$ cat src/rtl/vga_scan_timer.sv
// VGA scan timing generator: divides the system clock to the pixel rate, publishes the scan
// position for the colour stage and registers the blanked colour together with hsync/vsync.
module vga_scan_timer #(
   parameter int unsigned CLK_DIV   = 4,
   parameter int unsigned H_DISPLAY = 640,
   parameter int unsigned H_FRONT   = 16,
   parameter int unsigned H_SYNC    = 96,
   parameter int unsigned H_BACK    = 48,
   parameter int unsigned V_DISPLAY = 480,
   parameter int unsigned V_FRONT   = 10,
   parameter int unsigned V_SYNC    = 2,
   parameter int unsigned V_BACK    = 33,
   parameter int unsigned RGB_W     = 12
) (
   input  logic             clk,
   input  logic             rst,
   input  logic [RGB_W-1:0] rgb_in,
   output logic             pixel_tick,
   output logic [9:0]       pixel_x,
   output logic [9:0]       pixel_y,
   output logic             video_on,
   output logic             frame_start,
   output logic             hsync,
   output logic             vsync,
   output logic [RGB_W-1:0] rgb_out
);

   localparam int unsigned CNT_W    = 10;
   localparam int unsigned DIV_W    = (CLK_DIV > 1) ? $clog2(CLK_DIV) : 1;
   localparam int unsigned H_TOTAL  = H_DISPLAY + H_FRONT + H_SYNC + H_BACK;
   localparam int unsigned V_TOTAL  = V_DISPLAY + V_FRONT + V_SYNC + V_BACK;
   localparam int unsigned HS_START = H_DISPLAY + H_FRONT;
   localparam int unsigned HS_END   = HS_START + H_SYNC;
   localparam int unsigned VS_START = V_DISPLAY + V_FRONT;
   localparam int unsigned VS_END   = VS_START + V_SYNC;

   logic [DIV_W-1:0] div_q;
   logic             x_last_c;
   logic             y_last_c;
   logic             hs_n_c;
   logic             vs_n_c;

   // Position decodes taken from the current counters.
   always_comb begin
      x_last_c = (pixel_x == CNT_W'(H_TOTAL - 1));
      y_last_c = (pixel_y == CNT_W'(V_TOTAL - 1));
      hs_n_c   = !((pixel_x >= CNT_W'(HS_START)) && (pixel_x < CNT_W'(HS_END)));
      vs_n_c   = !((pixel_y >= CNT_W'(VS_START)) && (pixel_y < CNT_W'(VS_END)));
   end

   assign pixel_tick = (div_q == DIV_W'(CLK_DIV - 1));
   assign video_on   = (pixel_x < CNT_W'(H_DISPLAY)) && (pixel_y < CNT_W'(V_DISPLAY));

   // Counters and output stage all advance together on the last clk of each pixel period,
   // so sync and colour stay aligned one pixel behind the counters.
   always_ff @(posedge clk) begin
      if (rst) begin
         div_q       <= '0;
         pixel_x     <= '0;
         pixel_y     <= '0;
         frame_start <= 1'b0;
         hsync       <= 1'b1;
         vsync       <= 1'b1;
         rgb_out     <= '0;
      end else begin
         frame_start <= 1'b0;
         if (pixel_tick) begin
            div_q       <= '0;
            hsync       <= hs_n_c;
            vsync       <= vs_n_c;
            rgb_out     <= video_on ? rgb_in : '0;
            frame_start <= x_last_c && y_last_c;
            if (x_last_c) begin
               pixel_x <= '0;
               pixel_y <= y_last_c ? '0 : pixel_y + CNT_W'(1);
            end else begin
               pixel_x <= pixel_x + CNT_W'(1);
            end
         end else begin
            div_q <= div_q + DIV_W'(1);
         end
      end
   end

endmodule

$ cat config.mk
export PLATFORM = sky130hd
export DESIGN_NAME = vga_scan_timer
export DESIGN_NICKNAME = d
export VERILOG_FILES = /design/src/rtl/vga_scan_timer.sv
export SDC_FILE = /design/constraint.sdc
export NUM_CORES = 1
export LEC_CHECK = 0
export ABC_AREA = 1
export BUFFER_PORTS_ARGS = -buffer_cell sky130_fd_sc_hd__buf_2
export CORE_MARGIN = 3
export CORE_UTILIZATION = 47
export CTS_CLUSTER_DIAMETER = 30
export CTS_CLUSTER_SIZE = 20
export DETAILED_ROUTE_END_ITERATION = 8
export HOLD_SLACK_MARGIN = 0.15
export PLACE_DENSITY_LB_ADDON = 0.3
export SYNTH_ARGS = -nofsm -noshare
export SYNTH_HDL_FRONTEND = slang
export SYNTH_SLANG_ARGS = --single-unit
$ cat constraint.sdc
create_clock -name clk -period 1.5 [get_ports clk]
set_input_delay 0.225 -clock clk [delete_from_list [all_inputs] [get_ports clk]]
set_output_delay 0.225 -clock clk [all_outputs]
set_load 0.02 [all_outputs]
==> impl_metrics.toml, run 1 <==
[run_status]
status = "finished clean"

[global_routing]
overflow = 0
antenna_found_initial = 0
grt_pass1_wl_um = 6960
grt_max_degree = 15
grt_usage_pct = 20.1
first_global_vias = 1633

[worst_setup_path]
r2r-start = "pixel_x[0]"
ff2ff_setup_slack_ns = 0.08
worstPathRequired_ns = 1.68
crit_path_start = "pixel_x[0]"
critical_path.max_fanout = 5
cp_top_family = "simple AND/OR/NAND/NOR gates"
cp-start-kind = "flip-flop"
path_buf_inv = 1
cp.depth = 9
cp_common_cell = "nor2_1"
critPathArrivalTime_ns = 1.60
end_kind = "flip-flop"
path_cells = "ha_4, nand2_2, nor2_4, nand4_4, nor2_2, nor2_1, buf_4, nand2_1, nor2_1"
rr_worst_depth = 9
worstSetupPathType = "flip-flop to flip-flop"
r2r-end = "pixel_y[8]"
crit_slowest_cell = "dfxtp_2"
cpPeakStageDelay_ns = 0.35

[finish]
n_antenna_cell = 0
final_area_sq_um = 2430
areaGrowthSynthToFinish_pct = 38.6
final_util_pct = 70.1
drive_gt1_share_pct = 35.4
fin_cells = 371
nNetsFinal = 344

[clock_tree]
cts.sinks = 37
cts_buffer_depth = 2
cts_tree = "yes"
cts_buffers = 5
path_clk_slew_ns = 0.07
clock_latency_ns = 0.28
root_buffer = "clkbuf_8"
h-tree-depth = 2

[detailed_routing]
ant_nets = 0
wl_per_cell_um = 12.0
firstDrtPassIters = 4
drc_errors = 0
vias = 1838
drt-initial-drc-count = 181
routed_wl_um = 4470
viasPerCell = 4.95

[yosys]
yosys.area.top_type = "dfxtp_1"
netlist_instances = 248
synthTopCellsByCount = "nand2_1, nor2_1, dfxtp_1"
synth-seq-cells = 37
synth_most_common_cell = "nand2_1"
synth-edff-count = 0
synth_area_leaders = "dfxtp_1, nand2_1, nor2_1, nand3_1, inv_1"
ys_seq_area_share_pct = 42.2
syn_nets = 268
synthArstFlopShare_pct = 0
ys_warn_count = 0
mappedNetlistArea_sq_um = 1750
avgSynthCellArea_sq_um = 7.07
ys.flop_type = "dfxtp_1"
synth_top_cell_area_share_pct = 42.2
synth_cell_type_count = 27

[pwr]
pwr-share-seq_pct = 53.0
irDropWorstVdd_mv = 0.579
combPwrFrac_pct = 7.5
switching_share_pct = 23.2
p_leak_nw = 1.13
p_sw_mw = 0.443
p_per_area_nw_per_um2 = 786
internal_power_mw = 1.47
clkPwrFrac_pct = 39.5
power.total_mw = 1.91

[flow_run]
max-cap-violations = 0

[die]
rows = 21
die_y_um = 67.1
fp.dieW_um = 67.1
start_util_pct = 50.6
floorplan.io_pins = 51
die_area_sq_um = 4500
fp.coreArea_sq_um = 3470

[place]
dp_hpwl_um = 3120
io_buffers = 50
place_congestion = 0.855
dp.cells = 355
dpl-instance-area_sq_um = 2160

[sta]
setup_violations = 0
hold_viol = 0
max_slew_margin_pct = 72.3
post-route-min-period_ns = 1.42
final_max_slew_viol_count = 0
fin_worst_skew_ns = 0.00141
max_slew.worst_pin.slew_ns = 0.416
fmax_mhz = 704
post-route-period-util_pct = 94.7

[hold_path]
min_path_type = "input pin to flip-flop"
worstHoldPathCells = 3
hold_end = "rgb_out[2]"
worstHoldStart = "rgb_in[2]"
-- layout by cell type, fill, tap and decap left out --
cell,count
dfxtp_4,4
dfxtp_1,28
nor2_2,6
nor4_1,1
o21ai_2,1
o21bai_1,1
a31oi_1,1
o21ai_0,19
nand2_2,3
ha_4,2
nor3_1,2
nand3b_1,1
a21oi_1,7
xor2_1,4
nand2_1,48
nor2_4,3
buf_2,49
nor3_2,1
a21oi_2,1
clkbuf_8,7
nand3_1,24
or2_2,1
clkinv_2,1
inv_2,1
nand4_4,1
dfxtp_2,5
nand2_4,1
buf_4,26
nand3_4,1
inv_1,28
ha_1,4
nor2_1,36
nand4_1,6
buf_6,1
-- stage by stage --
step                setup TNS, ns  worst slack (ns)  hold WS (ns)
global route               -0.233           -0.0606         0.211
floorplan                       0           0.00636         0.384
detailed placement              0            0.0710         0.422
global placement                0             0.101         0.412
finish                          0            0.0791         0.196
CTS                             0           0.00172         0.192
-- sequential cells by signal (all words and copies together) (netlist names) --
register / flops
rgb_out: 12
pixel_x: 10
pixel_y: 10
div_q: 2
frame_start: 1
hsync: 1
vsync: 1
-- repair_timing --
item,in CTS,in global routing
endpoints found under the hold margin,0,0
gates resized for setup,7,27
buffers inserted,0,7
pin swaps,1,6
setup endpoints to repair,1,22
hold buffers,0,0
cloned,0,1
-- power by group through the flow --
stage	Combinational, mW	Clock [mW]	Sequential (mW)
after floorplan	0.0559	0	1.06
after global placement	0.134	0	1.04
after detailed placement	0.137	0	1.04
after CTS	0.138	0.769	1.01
after global routing	0.159	0.813	1.01
final	0.143	0.756	1.01
-- kinds of logic (layout without fill, tap and decap cells) --
group / count (synthesis) / count (layout) / share of synthesized area [%]
buffers and inverters: 36 / 113 / 8.56
flip-flops: 37 / 37 / 42.2
XOR/XNOR: 4 / 4 / 2.00
adder cells (fa/ha/maj): 6 / 6 / 4.28
AND/OR/NAND/NOR: 135 / 135 / 34.2
AO/OA/AOI/OAI: 30 / 30 / 8.77
-- final cells by class --
class / instances / area [sq um]
fillers: 309 / 1040
multi-input cells: 175 / 950
flip-flops and latches: 37 / 762
repair buffers: 76 / 452
inverters: 29 / 109
clock buffers: 7 / 96.3
well taps: 46 / 57.6
clock inverters: 1 / 5.00
-- layer usage --
| layer | global-route usage [%] | up-vias | part of all wire [%] |
|---|---|---|---|
| li1 | - | 945 | - |
| met1 | 25.5 | 828 | 43 |
| met2 | 33.5 | 58 | 48 |
| met3 | 4.38 | 7 | 7.5 |
| met4 | 6.84 | 0 | 1.6 |
| met5 | 0 | - | 0 |
-- worst register-to-register path, stage by stage, from the launching register on --
cell	delay [ns]
dfxtp_2	0.35
ha_4	0.14
nand2_2	0.07
nor2_4	0.14
nand4_4	0.14
nor2_2	0.16
nor2_1	0.06
buf_4	0.16
nand2_1	0.06
nor2_1	0.04
-- how the worst max path moves through the flow --
stage	end	slack [ns]
floorplan	pixel_x[9]	0.006
global placement	pixel_y[3]	0.10
detailed placement	pixel_y[8]	0.07
CTS	video_on	0.002
global route	pixel_y[8]	-0.06
finish	pixel_y[8]	0.08
Note: power is estimated with default switching activity, not from simulation.
==> run 2: changes to the inputs <==
--- a/config.mk
+++ b/config.mk
@@ -12,6 +12,7 @@
 export CTS_CLUSTER_DIAMETER = 30
 export CTS_CLUSTER_SIZE = 20
 export DETAILED_ROUTE_END_ITERATION = 8
+export GPL_TIMING_DRIVEN = 0
 export HOLD_SLACK_MARGIN = 0.15
 export PLACE_DENSITY_LB_ADDON = 0.3
 export SYNTH_ARGS = -nofsm -noshare
==> constraint.sdc (replaced) <==
create_clock -name clk -period 1.4 [get_ports clk]
set_input_delay 0.21 -clock clk [delete_from_list [all_inputs] [get_ports clk]]
set_output_delay 0.21 -clock clk [all_outputs]
set_load 0.02 [all_outputs]
==> run 2 against run 1 <==
The run now ends with setup timing left. Hold slack lost 0.021 ns. Die area unchanged. Clock power increased by 27%. Final area is 3.9% higher. Non-clock buffer count fell by 1. Combinational power increased by 10%. Worst setup slack worse by 0.12 ns. Total power increased by 15%. Register-to-register slack lost 0.12 ns. Global-route usage rose by 2.6 points. Cell count fell by 0.27%. Critical path depth did not move.
==> impl_metrics.toml, run 2 (synthesized netlist as in run 1, its figures left out) <==
[sta]
fin_ws_ns = -0.0375
hold_viol = 0
fin_setup_tns_ns = -0.0375
fmax_mhz = 696
post-route-period-util_pct = 103
setup_violations = 1
max_slew_margin_pct = 72.3
final_max_slew_viol_count = 0
fin_worst_skew_ns = 0.00622
max_slew.worst_pin.slew_ns = 0.412
post-route-min-period_ns = 1.44
rsz0062_at_grt = "yes"

[pwr]
pwr-share-seq_pct = 49.1
p_sw_mw = 0.498
clkPwrFrac_pct = 43.7
p_leak_nw = 1.17
power.total_mw = 2.20
combPwrFrac_pct = 7.2
p_per_area_nw_per_um2 = 872
internal_power_mw = 1.71
switching_share_pct = 22.6
irDropWorstVdd_mv = 0.890

[detailed_routing]
firstDrtPassIters = 4
wl_per_cell_um = 13.8
drt-initial-drc-count = 173
vias = 1945
ant_nets = 0
drc_errors = 0
viasPerCell = 5.26
routed_wl_um = 5100

[global_routing]
grt_max_degree = 13
antenna_found_initial = 0
overflow = 0
first_global_vias = 1766
grt_usage_pct = 22.7
grt_pass1_wl_um = 7810

[place]
dp.cells = 344
place_congestion = 0.851
io_buffers = 50
dp_slack_ns = -0.127
dp_hpwl_um = 3020

[finish]
largest_register = "rgb_out"
largest_reg_flops = 12
drive_gt1_share_pct = 40.4
areaGrowthSynthToFinish_pct = 44.0
mostFrequentLayoutCells = "buf_2, nand2_1, nor2_1"
nNetsFinal = 343
reg_top3 = "rgb_out x12, pixel_x x10, pixel_y x10"
fin_cells = 370
layout_commonest_cell = "buf_2"
n_antenna_cell = 0

[die]
rows = 21
die_y_um = 67.1
fp.coreArea_sq_um = 3470
floorplan.io_pins = 51
fp.dieW_um = 67.1
die_area_sq_um = 4500
start_util_pct = 50.6

[clock_tree]
cts_hold_buf = 0
cts.sinks = 37
cts_buffer_depth = 2
cts_tree = "yes"
cts_buffers = 5
root_buffer = "clkbuf_8"
path_clk_slew_ns = 0.08
h-tree-depth = 2
clock_latency_ns = 0.29

[worst_setup_path]
rr_worst_depth = 9
worstPathRequired_ns = 1.58
end_kind = "flip-flop"
cp-start-kind = "flip-flop"
critical_path.max_fanout = 5
worstSetupPathType = "flip-flop to flip-flop"
critPathArrivalTime_ns = 1.61

[run_status]
status = "complete, but fails checks"
violations = "setup timing"

[flow_run]
max-cap-violations = 0

[hold_path]
min_path_type = "input pin to flip-flop"
worstHoldPathCells = 3
## run 2: per-stage QoR
step	hold WS (ns)	cell area (sq um)	utilization, %
after global placement	0.415	2080	59.8
after global routing	0.174	2530	72.8
final	0.175	2530	72.8
after CTS	0.174	2440	70.5
after detailed placement	0.418	2080	59.8
after floorplan	0.369	1770	-
## run 2: worst paths after layout
check / startpoint / slack (ns) / end
max reg2reg: pixel_x[1] / -0.04 / pixel_y[5]
min: rgb_in[6] / 0.17 / rgb_out[6]
min reg2reg: div_q[0] / 0.44 / div_q[0]
max: pixel_x[1] / -0.04 / pixel_y[5]
## run 2: power groups by stage
stage	logic [mW]	registers (mW)	clock network (mW)
6_report	0.158	1.08	0.963
5_1_grt	0.174	1.08	1.02
3_5_place_dp	0.134	1.11	0
4_1_cts	0.147	1.08	0.964
3_3_place_gp	0.132	1.11	0
2_1_floorplan	0.0609	1.13	0
## run 2: cell type report
| type | instances | area, sq um |
|---|---|---|
| tap | 46 | 57.6 |
| inverter | 29 | 111 |
| multi-input combinational | 175 | 1020 |
| clock inverter | 2 | 37.5 |
| sequential | 37 | 774 |
| timing repair buffer | 69 | 399 |
| fill | 267 | 942 |
| buffer | 6 | 40.0 |
| clock buffer | 6 | 82.6 |
## run 2: timing repair
action	CTS	global route
setup endpoints to repair	19	28
setup buffers	14	4
gates resized for setup	38	26
pin swaps	9	12
cloned	1	0
## run 2: worst max-delay path, cell delays in order (launching register included)
cell	delay (ns)
dfxtp_4	0.36
ha_4	0.14
nand2_4	0.06
nor2_4	0.17
nand3_4	0.10
nor2_4	0.12
buf_6	0.14
nand3_1	0.09
nand2_1	0.10
nor2_1	0.05
## run 2: routing by layer
layer  part of all wire (%)  GRT usage (%)  vias to the layer above  routed length [um]
li1                       -              -                      948                   -
met1                     40           27.2                      890                2050
met2                     49           37.8                       94                2510
met3                    7.9           6.41                       13                 405
met4                    2.5           9.11                        0                 125
met5                      0              0                        -                   0
==> run 3: changes to the inputs <==
--- a/config.mk
+++ b/config.mk
@@ -6,15 +6,14 @@
 export NUM_CORES = 1
 export LEC_CHECK = 0
 export ABC_AREA = 1
-export BUFFER_PORTS_ARGS = -buffer_cell sky130_fd_sc_hd__buf_2
 export CORE_MARGIN = 3
 export CORE_UTILIZATION = 47
 export CTS_CLUSTER_DIAMETER = 30
 export CTS_CLUSTER_SIZE = 20
 export DETAILED_ROUTE_END_ITERATION = 8
+export DONT_BUFFER_PORTS = 1
 export GPL_TIMING_DRIVEN = 0
 export HOLD_SLACK_MARGIN = 0.15
-export PLACE_DENSITY_LB_ADDON = 0.3
 export SYNTH_ARGS = -nofsm -noshare
 export SYNTH_HDL_FRONTEND = slang
 export SYNTH_SLANG_ARGS = --single-unit
==> constraint.sdc (replaced) <==
create_clock -name clk -period 1.3 [get_ports clk]
set_input_delay 0.195 -clock clk [delete_from_list [all_inputs] [get_ports clk]]
set_output_delay 0.195 -clock clk [all_outputs]
set_load 0.02 [all_outputs]
==> run 3 against run 2 <==
The run still ends with setup timing left. Sequential cell count stayed put. Register-to-register slack worse by 0.18 ns. Utilization is 2.3 points lower. First-iteration DRC count is 4.6% lower. Hold slack better by 0.017 ns. Routed wire length is 5.0% lower. Die area stayed put. Non-clock buffer count is 43 lower. Critical path type is now flip-flop to output port. Largest cell class unchanged. Largest power group unchanged. Highest routed layer unchanged.
==> impl_metrics.toml, run 3 (synthesized netlist as in run 1, its figures left out) <==
[global_routing]
grt_usage_pct = 22.7
antenna_found_initial = 0
grt_max_degree = 14
grt_most_used_layer = "met2"
met3_usage_pct = 8.26
grt_pass1_wl_um = 7710
grt_use_met2_pct = 38.3
grt_util_met1_pct = 25.4
first_global_vias = 1739
overflow = 0

[finish]
fillers = 279
mostFrequentLayoutCells = "nand2_1, nor2_1, inv_1"
seq_area_sq_um = 791
drive_gt1_share_pct = 32.7
final_area_sq_um = 2450
areaGrowthSynthToFinish_pct = 39.5
final_util_pct = 70.6
multi_input_area_sq_um = 1050
largest_reg_flops = 12
reg_top3 = "rgb_out x12, pixel_x x10, pixel_y x10"
n_antenna_cell = 0
layout_commonest_cell = "nand2_1"
largest_register = "rgb_out"
nNetsFinal = 300

[detailed_routing]
drc_errors = 0
viasPerCell = 5.55
firstDrtPassIters = 5
wl_per_cell_um = 14.8
ant_nets = 0
drt-initial-drc-count = 165
vias = 1814
routed_wl_um = 4840

[pwr]
p_per_area_nw_per_um2 = 1010
irDropWorstVdd_mv = 0.729
p_leak_nw = 0.975

[die]
floorplan.io_pins = 51
rows = 21
die_y_um = 67.1
fp.dieW_um = 67.1
start_util_pct = 50.6
fp.coreArea_sq_um = 3470
die_area_sq_um = 4500

[sta]
max_slew.worst_pin.slew_ns = 0.397
fin_ws_ns = -0.213
post-route-period-util_pct = 116
fmax_mhz = 661
fin_worst_skew_ns = 0.00786
fin_setup_tns_ns = -2.27
setup_violations = 17
max_slew_margin_pct = 73.6
final_max_slew_viol_count = 0
hold_viol = 0
post-route-min-period_ns = 1.51
rsz0062_at_grt = "yes"

[clock_tree]
path_clk_slew_ns = 0.08
clock_latency_ns = 0.29
h-tree-depth = 2
cts_buffer_depth = 2
cts_buffers = 5
cts.sinks = 37
root_buffer = "clkbuf_8"
cts_tree = "yes"

[run_status]
violations = "setup timing"
status = "complete, but fails checks"

[worst_setup_path]
crit_slowest_cell = "dfxtp_4"
critPathArrivalTime_ns = 1.32
path_cells = "nand2_4, nor2_4, nor2_2, nand2_2, buf_8, clkinvlp_4"
cpPeakStageDelay_ns = 0.44
worstSetupPathType = "flip-flop to output port"
worstPathRequired_ns = 1.11
critical_path.max_fanout = 7
end_kind = "output port"
cp-start-kind = "flip-flop"

[place]
dpl-instance-area_sq_um = 1880
dp_slack_ns = -0.201
io_buffers = 0
dp_hpwl_um = 3010
place_congestion = 0.876

[hold_path]
min_path_type = "input pin to flip-flop"

[flow_run]
max-cap-violations = 0
==> run 3: per-stage QoR <==
step	hold slack [ns]	power, mW	cells
3_5_place_dp	0.367	1.31	294
3_3_place_gp	0.363	1.31	294
5_1_grt	0.185	2.56	327
6_report	0.192	2.47	327
4_1_cts	0.182	2.47	327
2_1_floorplan	0.354	1.29	248
==> run 3: layer usage <==
layer  wire (um)  vias to the layer above
met5           0                        -
met1        1940                      846
met3         439                       16
met2        2340                       86
li1            -                      866
met4         121                        0
==> run 3: worst paths after layout <==
kind,from,endpoint,slack [ns],cells past startpoint
hold / removal,rst,pixel_y[7],0.19,2
setup / recovery,pixel_y[5],video_on,-0.21,6
setup reg to reg,pixel_y[0],pixel_y[5],-0.21,9
hold reg to reg,div_q[0],div_q[0],0.44,1
==> run 3: repair_timing <==
action                                 4_1_cts  5_1_grt
endpoints found under the hold margin       17        0
pin swaps                                    9        9
setup endpoints to repair                   28       30
resized for setup                           50       32
hold buffers                                13        0
buffers inserted                            11        4
cloned                                       1        0
==> run 3: worst max-delay path: cells and delay by family (launching register included) <==
kind / cells / cell delay [ns]
buffers and inverters: 2 / 0.23
DFF: 1 / 0.44
and+or+nand+nor: 4 / 0.35
==> run 3: final cells by class <==
cell class,count,share of cell area [%]
repair buffers,25,9.61
clock inverters,2,1.58
flip-flops and latches,37,32.3
plain buffers,7,2.40
clock buffers,6,3.83
multi-input cells,175,43.0
well taps,46,2.35
inverters,29,4.91
==> run 3: report_power, final <==
group          internal [mW]  switching (mW)  total, mW  leakage, nW
Sequential              1.14          0.0423       1.18        0.312
Clock                  0.695           0.444       1.14       0.0669
Combinational         0.0661          0.0787      0.145        0.596
